===== config.mk =====
export PLATFORM = sky130hd
export DESIGN_NAME = resp_tx_sched
export DESIGN_NICKNAME = d
export VERILOG_FILES = /design/src/rtl/resp_tx_sched.sv
export SDC_FILE = /design/constraint.sdc
export NUM_CORES = 1
export LEC_CHECK = 0
export ABC_AREA = 1
export ABC_CLOCK_PERIOD_IN_PS = 3300
export CORE_MARGIN = 4
export CORE_UTILIZATION = 52
export CTS_CLUSTER_DIAMETER = 60
export DETAILED_ROUTE_END_ITERATION = 16
export HOLD_SLACK_MARGIN = 0.15
export PLACE_DENSITY = 0.84
export SYNTH_ARGS = -nofsm -noshare
export SYNTH_HDL_FRONTEND = slang
export SYNTH_SLANG_ARGS = --single-unit

===== constraint.sdc =====
create_clock -name CLK -period 3.3 [get_ports CLK]
set_input_delay 0.66 -clock CLK [delete_from_list [all_inputs] [get_ports CLK]]
set_output_delay 0.66 -clock CLK [all_outputs]
set_load 0.01 [all_outputs]

===== src/rtl/resp_tx_sched.sv =====
`default_nettype none
// ============================================================================
// Module   : resp_tx_sched
// Purpose  : Response scheduler in front of the TX async FIFO write port.
//            Captures register-file read bytes and ALU results into one
//            holding register per source. Arbitrates round-robin when both
//            sources are pending. Serialises ALU results into FRAME_WIDTH
//            bytes and writes them to the FIFO under FIFO_FULL backpressure.
// Ports    : CLK, RST (async, active low)
//            RF_RD_DATA / RF_RD_VLD    - register-file byte and strobe
//            ALU_OUT    / ALU_OUT_VLD  - ALU result and strobe
//            FIFO_FULL                 - TX FIFO full (write domain)
//            FIFO_WR_DATA / FIFO_WR_INC - FIFO write byte and strobe
//            BUSY                      - capture pending or send in progress
//            DROP_ERR                  - one-cycle pulse, response lost
// Revision : 1.0 - initial release
// ============================================================================
module resp_tx_sched #(
  parameter int FRAME_WIDTH    = 8,
  parameter int ALU_DATA_WIDTH = 16,
  parameter int LSB_FIRST      = 1
) (
  input  logic                      CLK,
  input  logic                      RST,
  input  logic [FRAME_WIDTH-1:0]    RF_RD_DATA,
  input  logic                      RF_RD_VLD,
  input  logic [ALU_DATA_WIDTH-1:0] ALU_OUT,
  input  logic                      ALU_OUT_VLD,
  input  logic                      FIFO_FULL,
  output logic [FRAME_WIDTH-1:0]    FIFO_WR_DATA,
  output logic                      FIFO_WR_INC,
  output logic                      BUSY,
  output logic                      DROP_ERR
);

  localparam int NB = ALU_DATA_WIDTH / FRAME_WIDTH;
  localparam int CW = (NB > 1) ? $clog2(NB) : 1;

  typedef enum logic [1:0] {
    IDLE     = 2'd0,
    SEND_RF  = 2'd1,
    SEND_ALU = 2'd2
  } state_t;

  state_t                    state;
  logic                      rf_pending;
  logic                      alu_pending;
  logic [FRAME_WIDTH-1:0]    rf_hold;
  logic [ALU_DATA_WIDTH-1:0] alu_hold;
  logic [CW-1:0]             byte_cnt;
  logic                      last_grant_alu;  // 1 = ALU was granted last contention
  logic                      drop_err_q;

  logic                      wr_inc;
  logic                      rf_done;
  logic                      alu_last;
  logic                      alu_done;
  logic [CW-1:0]             byte_idx;
  logic [FRAME_WIDTH-1:0]    alu_byte;

  assign wr_inc   = (state != IDLE) && !FIFO_FULL;
  assign rf_done  = (state == SEND_RF) && wr_inc;
  assign alu_last = (byte_cnt == CW'(NB - 1));
  assign alu_done = (state == SEND_ALU) && wr_inc && alu_last;

  // Byte position within the ALU word for the current transfer slot.
  assign byte_idx = (LSB_FIRST != 0) ? byte_cnt : (CW'(NB - 1) - byte_cnt);

  always_comb begin
    alu_byte = '0;
    for (int k = 0; k < NB; k++) begin
      if (byte_idx == CW'(k)) begin
        alu_byte = alu_hold[k*FRAME_WIDTH +: FRAME_WIDTH];
      end
    end
  end

  always_comb begin
    FIFO_WR_DATA = '0;
    case (state)
      SEND_RF:  FIFO_WR_DATA = rf_hold;
      SEND_ALU: FIFO_WR_DATA = alu_byte;
      default:  FIFO_WR_DATA = '0;
    endcase
  end

  assign FIFO_WR_INC = wr_inc;
  assign BUSY        = (state != IDLE) || rf_pending || alu_pending;
  assign DROP_ERR    = drop_err_q;

  always_ff @(posedge CLK or negedge RST) begin
    if (!RST) begin
      state          <= IDLE;
      rf_pending     <= 1'b0;
      alu_pending    <= 1'b0;
      rf_hold        <= '0;
      alu_hold       <= '0;
      byte_cnt       <= '0;
      last_grant_alu <= 1'b1;  // RF wins the first contention
      drop_err_q     <= 1'b0;
    end else begin
      // A strobe arriving while the source is still occupied is lost, unless
      // the occupying response leaves in this very cycle.
      drop_err_q <= (RF_RD_VLD   && rf_pending  && !rf_done) ||
                    (ALU_OUT_VLD && alu_pending && !alu_done);

      if (RF_RD_VLD && (!rf_pending || rf_done)) begin
        rf_hold    <= RF_RD_DATA;
        rf_pending <= 1'b1;
      end else if (rf_done) begin
        rf_pending <= 1'b0;
      end

      if (ALU_OUT_VLD && (!alu_pending || alu_done)) begin
        alu_hold    <= ALU_OUT;
        alu_pending <= 1'b1;
      end else if (alu_done) begin
        alu_pending <= 1'b0;
      end

      case (state)
        IDLE: begin
          // Round-robin pointer only moves when both sources compete.
          if (rf_pending && alu_pending) begin
            if (last_grant_alu) begin
              state          <= SEND_RF;
              last_grant_alu <= 1'b0;
            end else begin
              state          <= SEND_ALU;
              last_grant_alu <= 1'b1;
            end
          end else if (rf_pending) begin
            state <= SEND_RF;
          end else if (alu_pending) begin
            state <= SEND_ALU;
          end
        end
        SEND_RF: begin
          if (rf_done) begin
            state <= IDLE;
          end
        end
        SEND_ALU: begin
          if (wr_inc) begin
            if (alu_last) begin
              byte_cnt <= '0;
              state    <= IDLE;
            end else begin
              byte_cnt <= byte_cnt + CW'(1);
            end
          end
        end
        default: state <= IDLE;
      endcase
    end
  end

endmodule
`default_nettype wire


Yosys cells after proc, flatten, opt, wreduce, memory -nomap -nowiden
Index checks and enable logic that the tools add are counted.
W data, S select, Z words.
{"block": "op_classes", "n_addsub": 1, "eq_ne": 6, "muxes": 16, "reduce_logical": 28}
{"operator": "$pmux W8 S2", "count": 1}
{"operator": "$mux W2", "count": 7}
{"operator": "$logic_and A1 B1 Y1", "count": 11}
{"operator": "$mux W8", "count": 1}
{"operator": "$mux W1", "count": 6}
{"operator": "$ne A2 B2 Y1 const B", "count": 3}
{"operator": "$pmux W2 S3", "count": 1}
{"operator": "$reduce_bool A2 Y1", "count": 3}
{"operator": "$logic_not A1 Y1", "count": 5}
{"operator": "$logic_or A1 B1 Y1", "count": 5}
{"operator": "$ne A4 B4 Y1 const B", "count": 1}
{"operator": "$reduce_and A2 Y1", "count": 2}
{"operator": "$reduce_and A4 Y1", "count": 1}
{"operator": "$eq A2 B1 Y1 const B", "count": 1}
{"operator": "$eq A2 B2 Y1 const B", "count": 1}
{"operator": "$logic_not A2 Y1", "count": 1}
{"operator": "$add A1 B1 Y1 const B", "count": 1}
{"block": "totals", "ff_bits": 31, "word_cells": 59}

Longest topological paths before layout
{"block": "depth", "ltp_word": 7, "mapped_depth": 9}

Least setup slack after synthesis
Ideal clock, no wire load.
{"block": "synth_path", "kind": "flip-flop to output port", "startpoint": "register state[0]", "endpoint": "output port FIFO_WR_DATA[0]", "t_arrival_ps": 1239, "t_required_ps": 2640, "path_slack_ps": 1401, "path_stages_with_launch": 6, "n_path_buf": 1, "path_cell_list": "dfrtp_1 > inv_1 > ha_1 > clkbuf_1 > o211ai_1 > a21oi_1"}
{"block": "synth_between", "elab_chain_len": 2, "word_cells_on_any_way": 3, "classes_between": "eq/ne: 2; mux: 1"}
{"item": "from (decl)", "line": "45", "text": "state_t state;"}
{"item": "from (signal assigned)", "line": "93", "text": "state <= IDLE;"}
{"item": "from (signal assigned)", "line": "126", "text": "state <= SEND_RF;"}
{"item": "from (signal assigned)", "line": "129", "text": "state <= SEND_ALU;"}
{"item": "$eq A2 B2 Y1 / $eq A2 B1 Y1 (equally long branches)", "line": "80", "text": "case (state)"}
{"item": "$pmux W8 S2 *", "line": "80"}
{"item": "to (decl)", "line": "30", "text": "output logic [FRAME_WIDTH-1:0] FIFO_WR_DATA,"}
Mark *: on every way between the ends. The rest lies on a longest branch, timed or not.

Worst setup path after layout
{"block": "layout_path", "startpoint": "register state[0]", "endpoint": "output port FIFO_WR_DATA[2]"}
Same word-level chain as after synthesis.

==> impl_metrics.prom <==
# TYPE chip_impl_metric gauge
chip_impl_info{name="hold_startpoint",value="alu_hold[5]"} 1
chip_impl_info{name="hold_path.class",value="register to register"} 1
chip_impl_metric{name="worst-endpoint-required",unit="ns"} 2.64
chip_impl_metric{name="via_count_of_the_first_global_routing_pass",unit=""} 1377
chip_impl_metric{name="route.vias.total",unit=""} 1374
chip_impl_metric{name="post_drt_wl_per_cell",unit="µm"} 12.1
chip_impl_metric{name="floorplan.die_area",unit="µm²"} 3960
chip_impl_info{name="netlist_top_cells_area",value="dfrtp_1 (48%), nand2_1 (19%), nand3_1 (8.9%)"} 1
chip_impl_info{name="timing.critical_path.from_type",value="register"} 1
chip_impl_metric{name="vdd.ir_drop.worst",unit="mV"} 0.427
chip_impl_metric{name="cp_data_arrival_time",unit="ns"} 2.12
chip_impl_info{name="r2r-end",value="rf_hold[4]"} 1
chip_impl_metric{name="fp.dieH",unit="µm"} 63.0
chip_impl_metric{name="cell_count_after_synthesis",unit=""} 199
chip_impl_metric{name="syn_area",unit="µm²"} 1570
chip_impl_metric{name="antennaDiodeCount",unit=""} 0
chip_impl_metric{name="p_leak",unit="µW"} 0.000996
chip_impl_metric{name="report.final.hold_viol_count",unit=""} 0
chip_impl_metric{name="synth_warnings",unit=""} 0
chip_impl_metric{name="layout-area-overhead-vs-synth",unit="%"} 29.8
chip_impl_info{name="ctsRootBufferMaster",value="clkbuf_4"} 1
chip_impl_metric{name="grt_antenna_before_repair",unit=""} 0
chip_impl_metric{name="finalWeightedCongestion",unit=""} 0.872
chip_impl_info{name="synthFlopType",value="dfrtp_1"} 1
chip_impl_metric{name="floorplan.initialDensity",unit="%"} 55.5
chip_impl_metric{name="power.density",unit="nW/µm²"} 763
chip_impl_metric{name="setup-tns-final",unit="ns"} 0
chip_impl_metric{name="worst-r2r-cell-count",unit=""} 7
chip_impl_metric{name="io_pins",unit=""} 40
chip_impl_info{name="synthMostInstantiatedCell",value="nand2_1"} 1
chip_impl_metric{name="drv_slew",unit=""} 0
chip_impl_info{name="criticalPathCategory",value="register to output pin"} 1
chip_impl_metric{name="fin_worst_hold_slack",unit="ns"} 0.478
chip_impl_metric{name="tightestPinTransition",unit="ns"} 0.659
chip_impl_metric{name="die_x",unit="µm"} 63.0
chip_impl_metric{name="clock_path_buffers",unit=""} 2
chip_impl_metric{name="drive_above_1_share",unit="%"} 5.91
chip_impl_metric{name="cts_buffers",unit=""} 5
chip_impl_metric{name="ys_seq_area_share",unit="%"} 49.5
chip_impl_metric{name="postCtsResizedCells",unit=""} 0
chip_impl_info{name="netlist.top_cell.by_area",value="dfrtp_1"} 1
chip_impl_metric{name="ant_nets",unit=""} 0
chip_impl_metric{name="pin_count_of_the_biggest_net_entering_global_routing",unit=""} 32
chip_impl_metric{name="placement_rows",unit=""} 19
chip_impl_metric{name="cts_setup_buffers",unit=""} 0
chip_impl_metric{name="yosys_register_bits",unit=""} 31
chip_impl_metric{name="cap_viol_max_count",unit=""} 0
chip_impl_metric{name="post-dp-hpwl",unit="mm"} 2.34
chip_impl_info{name="status",value="complete, no violations"} 1
chip_impl_metric{name="clock_latency_on_the_worst_skew_pair",unit="ns"} 0.32
chip_impl_metric{name="slew-limit-headroom",unit="%"} 55.9
chip_impl_metric{name="cts_num_sinks",unit=""} 31
chip_impl_info{name="tritoncts",value="built"} 1
chip_impl_info{name="endpoint_kind_of_the_worst_setup_timing_path",value="output pin"} 1
chip_impl_metric{name="detailedRoute.firstPassIterationCount",unit=""} 4
chip_impl_metric{name="grt_first_pass_wirelength",unit="mm"} 5.76
chip_impl_metric{name="syn_avg_cell_area",unit="µm²"} 7.89
chip_impl_metric{name="synth-edff-count",unit=""} 0
chip_impl_metric{name="finalNonFillerCells",unit=""} 268
chip_impl_info{name="worst_hold_path.endpoint",value="alu_hold[5]"} 1
chip_impl_metric{name="place.port_buffers",unit=""} 39
chip_impl_metric{name="min_path_cells",unit=""} 2
chip_impl_metric{name="synthesis.nets",unit=""} 231
chip_impl_metric{name="routed_wirelength",unit="mm"} 3.26
chip_impl_metric{name="dpl.cell_count",unit=""} 260
chip_impl_info{name="grt_setup_unrepaired",value="no"} 1
chip_impl_metric{name="nNetsFinal",unit=""} 268
chip_impl_metric{name="yosys.cell_types.count",unit=""} 20
chip_impl_metric{name="path_max_fanout",unit=""} 11
chip_impl_metric{name="timing.final.crit_share",unit="%"} 84.3
chip_impl_metric{name="post_drt_via_cell_ratio",unit=""} 5.13
chip_impl_metric{name="cts_hold_buf",unit=""} 0
chip_impl_metric{name="timing.reg2reg.setup_slack",unit="ns"} 1.47
chip_impl_metric{name="report.final.setup_viol",unit=""} 0
chip_impl_metric{name="clock-skew-final",unit="ns"} 0.0135
chip_impl_metric{name="dr.first_iter.drc_count",unit=""} 44
chip_impl_info{name="most_instantiated_cells_after_synthesis",value="nand2_1 (80), dfrtp_1 (30), nand3_1 (28), inv_1 (17), a21oi_1 (9)"} 1
chip_impl_metric{name="globalRouteOverflowTotal",unit=""} 0
chip_impl_metric{name="global_route.usage.total",unit="%"} 18.1
chip_impl_metric{name="synth_largest_type_area_fraction",unit="%"} 47.8
chip_impl_info{name="r2r_start",value="state[1]"} 1
chip_impl_metric{name="time_the_worst_path_needs_with_i_o_delays_and_setup",unit="ns"} 2.78
chip_impl_metric{name="number_of_levels_in_the_clock_h_tree",unit=""} 2
chip_impl_metric{name="share_of_async_settable_or_async_resettable_flops_after_synthesis",unit="%"} 100
chip_impl_metric{name="maxClockFrequency",unit="GHz"} 0.360
chip_impl_metric{name="core_area",unit="µm²"} 2830
chip_impl_metric{name="layout.filler_cells",unit=""} 236
chip_impl_metric{name="detail_route.drc_violations",unit=""} 0
chip_impl_metric{name="worst_setup_hold_path_clk_slew",unit="ns"} 0.09
chip_impl_metric{name="finish.utilization",unit="%"} 72.0
-- final cells by class --
type | count | area [µm²] | area share (%)
multi-input combinational | 141 | 674 | 33.1
tap | 31 | 38.8 | 1.90
clock inverter | 2 | 35.0 | 1.72
sequential | 31 | 777 | 38.1
timing repair buffer | 40 | 398 | 19.5
clock buffer | 6 | 51.3 | 2.52
inverter | 17 | 63.8 | 3.13
-- critical path, cell delays in order (launching register included) --
cell	delay, ns
dfrtp_1	0.40
inv_1	0.08
ha_1	0.41
o211ai_1	0.18
a21oi_1	0.18
clkdlybuf4s50_1	0.56
-- through the flow --
| step | total power [µW] | worst slack (ns) | area (µm²) |
|---|---|---|---|
| after floorplan | 1060 | 1.40 | 1570 |
| after global placement | 1240 | 0.819 | 1950 |
| after detailed placement | 1260 | 0.802 | 1950 |
| after CTS | 1560 | 0.499 | 2040 |
| after global routing | 1700 | 0.276 | 2040 |
| final | 1550 | 0.519 | 2040 |
-- worst max path at each step --
| stage | end | cells past startpoint | slack (ns) | startpoint |
|---|---|---|---|---|
| 5_1_grt | FIFO_WR_DATA[5] | 5 | 0.28 | state[0] |
| 2_1_floorplan | FIFO_WR_DATA[0] | 5 | 1.40 | state[0] |
| 4_1_cts | FIFO_WR_DATA[2] | 5 | 0.50 | state[0] |
| 3_5_place_dp | FIFO_WR_INC | 3 | 0.80 | FIFO_FULL |
| 3_3_place_gp | FIFO_WR_INC | 3 | 0.82 | FIFO_FULL |
| 6_report | FIFO_WR_DATA[2] | 5 | 0.52 | state[0] |
-- per-layer routing --
| layer | routed length (µm) | GRT usage, % | vias up |
|---|---|---|---|
| met4 | 31 | 5.51 | 0 |
| met5 | 0 | 0 | - |
| met1 | 1430 | 20.5 | 630 |
| met3 | 167 | 5.22 | 6 |
| met2 | 1630 | 32.4 | 32 |
| li1 | - | - | 706 |
-- registers in the layout, summed over array words and instances (netlist names) --
| name | count |
|---|---|
| DROP_ERR | 1 |
| rf_hold | 8 |
| last_grant_alu | 1 |
| alu_hold | 16 |
| rf_pending | 1 |
| alu_last | 1 |
| state | 2 |
| alu_pending | 1 |
-- power breakdown --
part | switching [µW] | total, µW | internal [µW] | leakage (µW)
sequential | 120 | 666 | 546 | 0.000377
clock | 123 | 302 | 179 | 0.0000482
combinational | 333 | 587 | 254 | 0.000570
total | 577 | 1550 | 978 | 0.000996
-- layout by cell type, fill, tap and decap left out --
cell type	instances
dfrtp_1	30
clkbuf_4	5
buf_4	1
nand3_1	28
inv_1	17
nand3_2	1
ha_1	3
nand2_4	2
bufinv_16	1
a21oi_1	9
nor2_1	5
xor2_1	1
o211ai_1	8
xnor2_1	1
clkinv_2	1
o21ai_0	1
clkbuf_8	1
nor2_4	1
o22ai_1	1
dfstp_2	1
nand2_1	80
clkdlybuf4s50_1	39
-- logic make-up (layout without fill, tap and decap cells) --
family                   count (synthesis)  after routing  share of synthesized area, %
AO/OA/AOI/OAI                           19             19                          7.41
adder cells (fa/ha/maj)                  3              3                          2.39
buffers and inverters                   27             65                          7.57
AND/OR/NAND/NOR                        117            117                          32.0
XOR/XNOR                                 2              2                          1.12
flip-flops                              31             31                          49.5
Note: power is estimated with default switching activity, not from simulation.
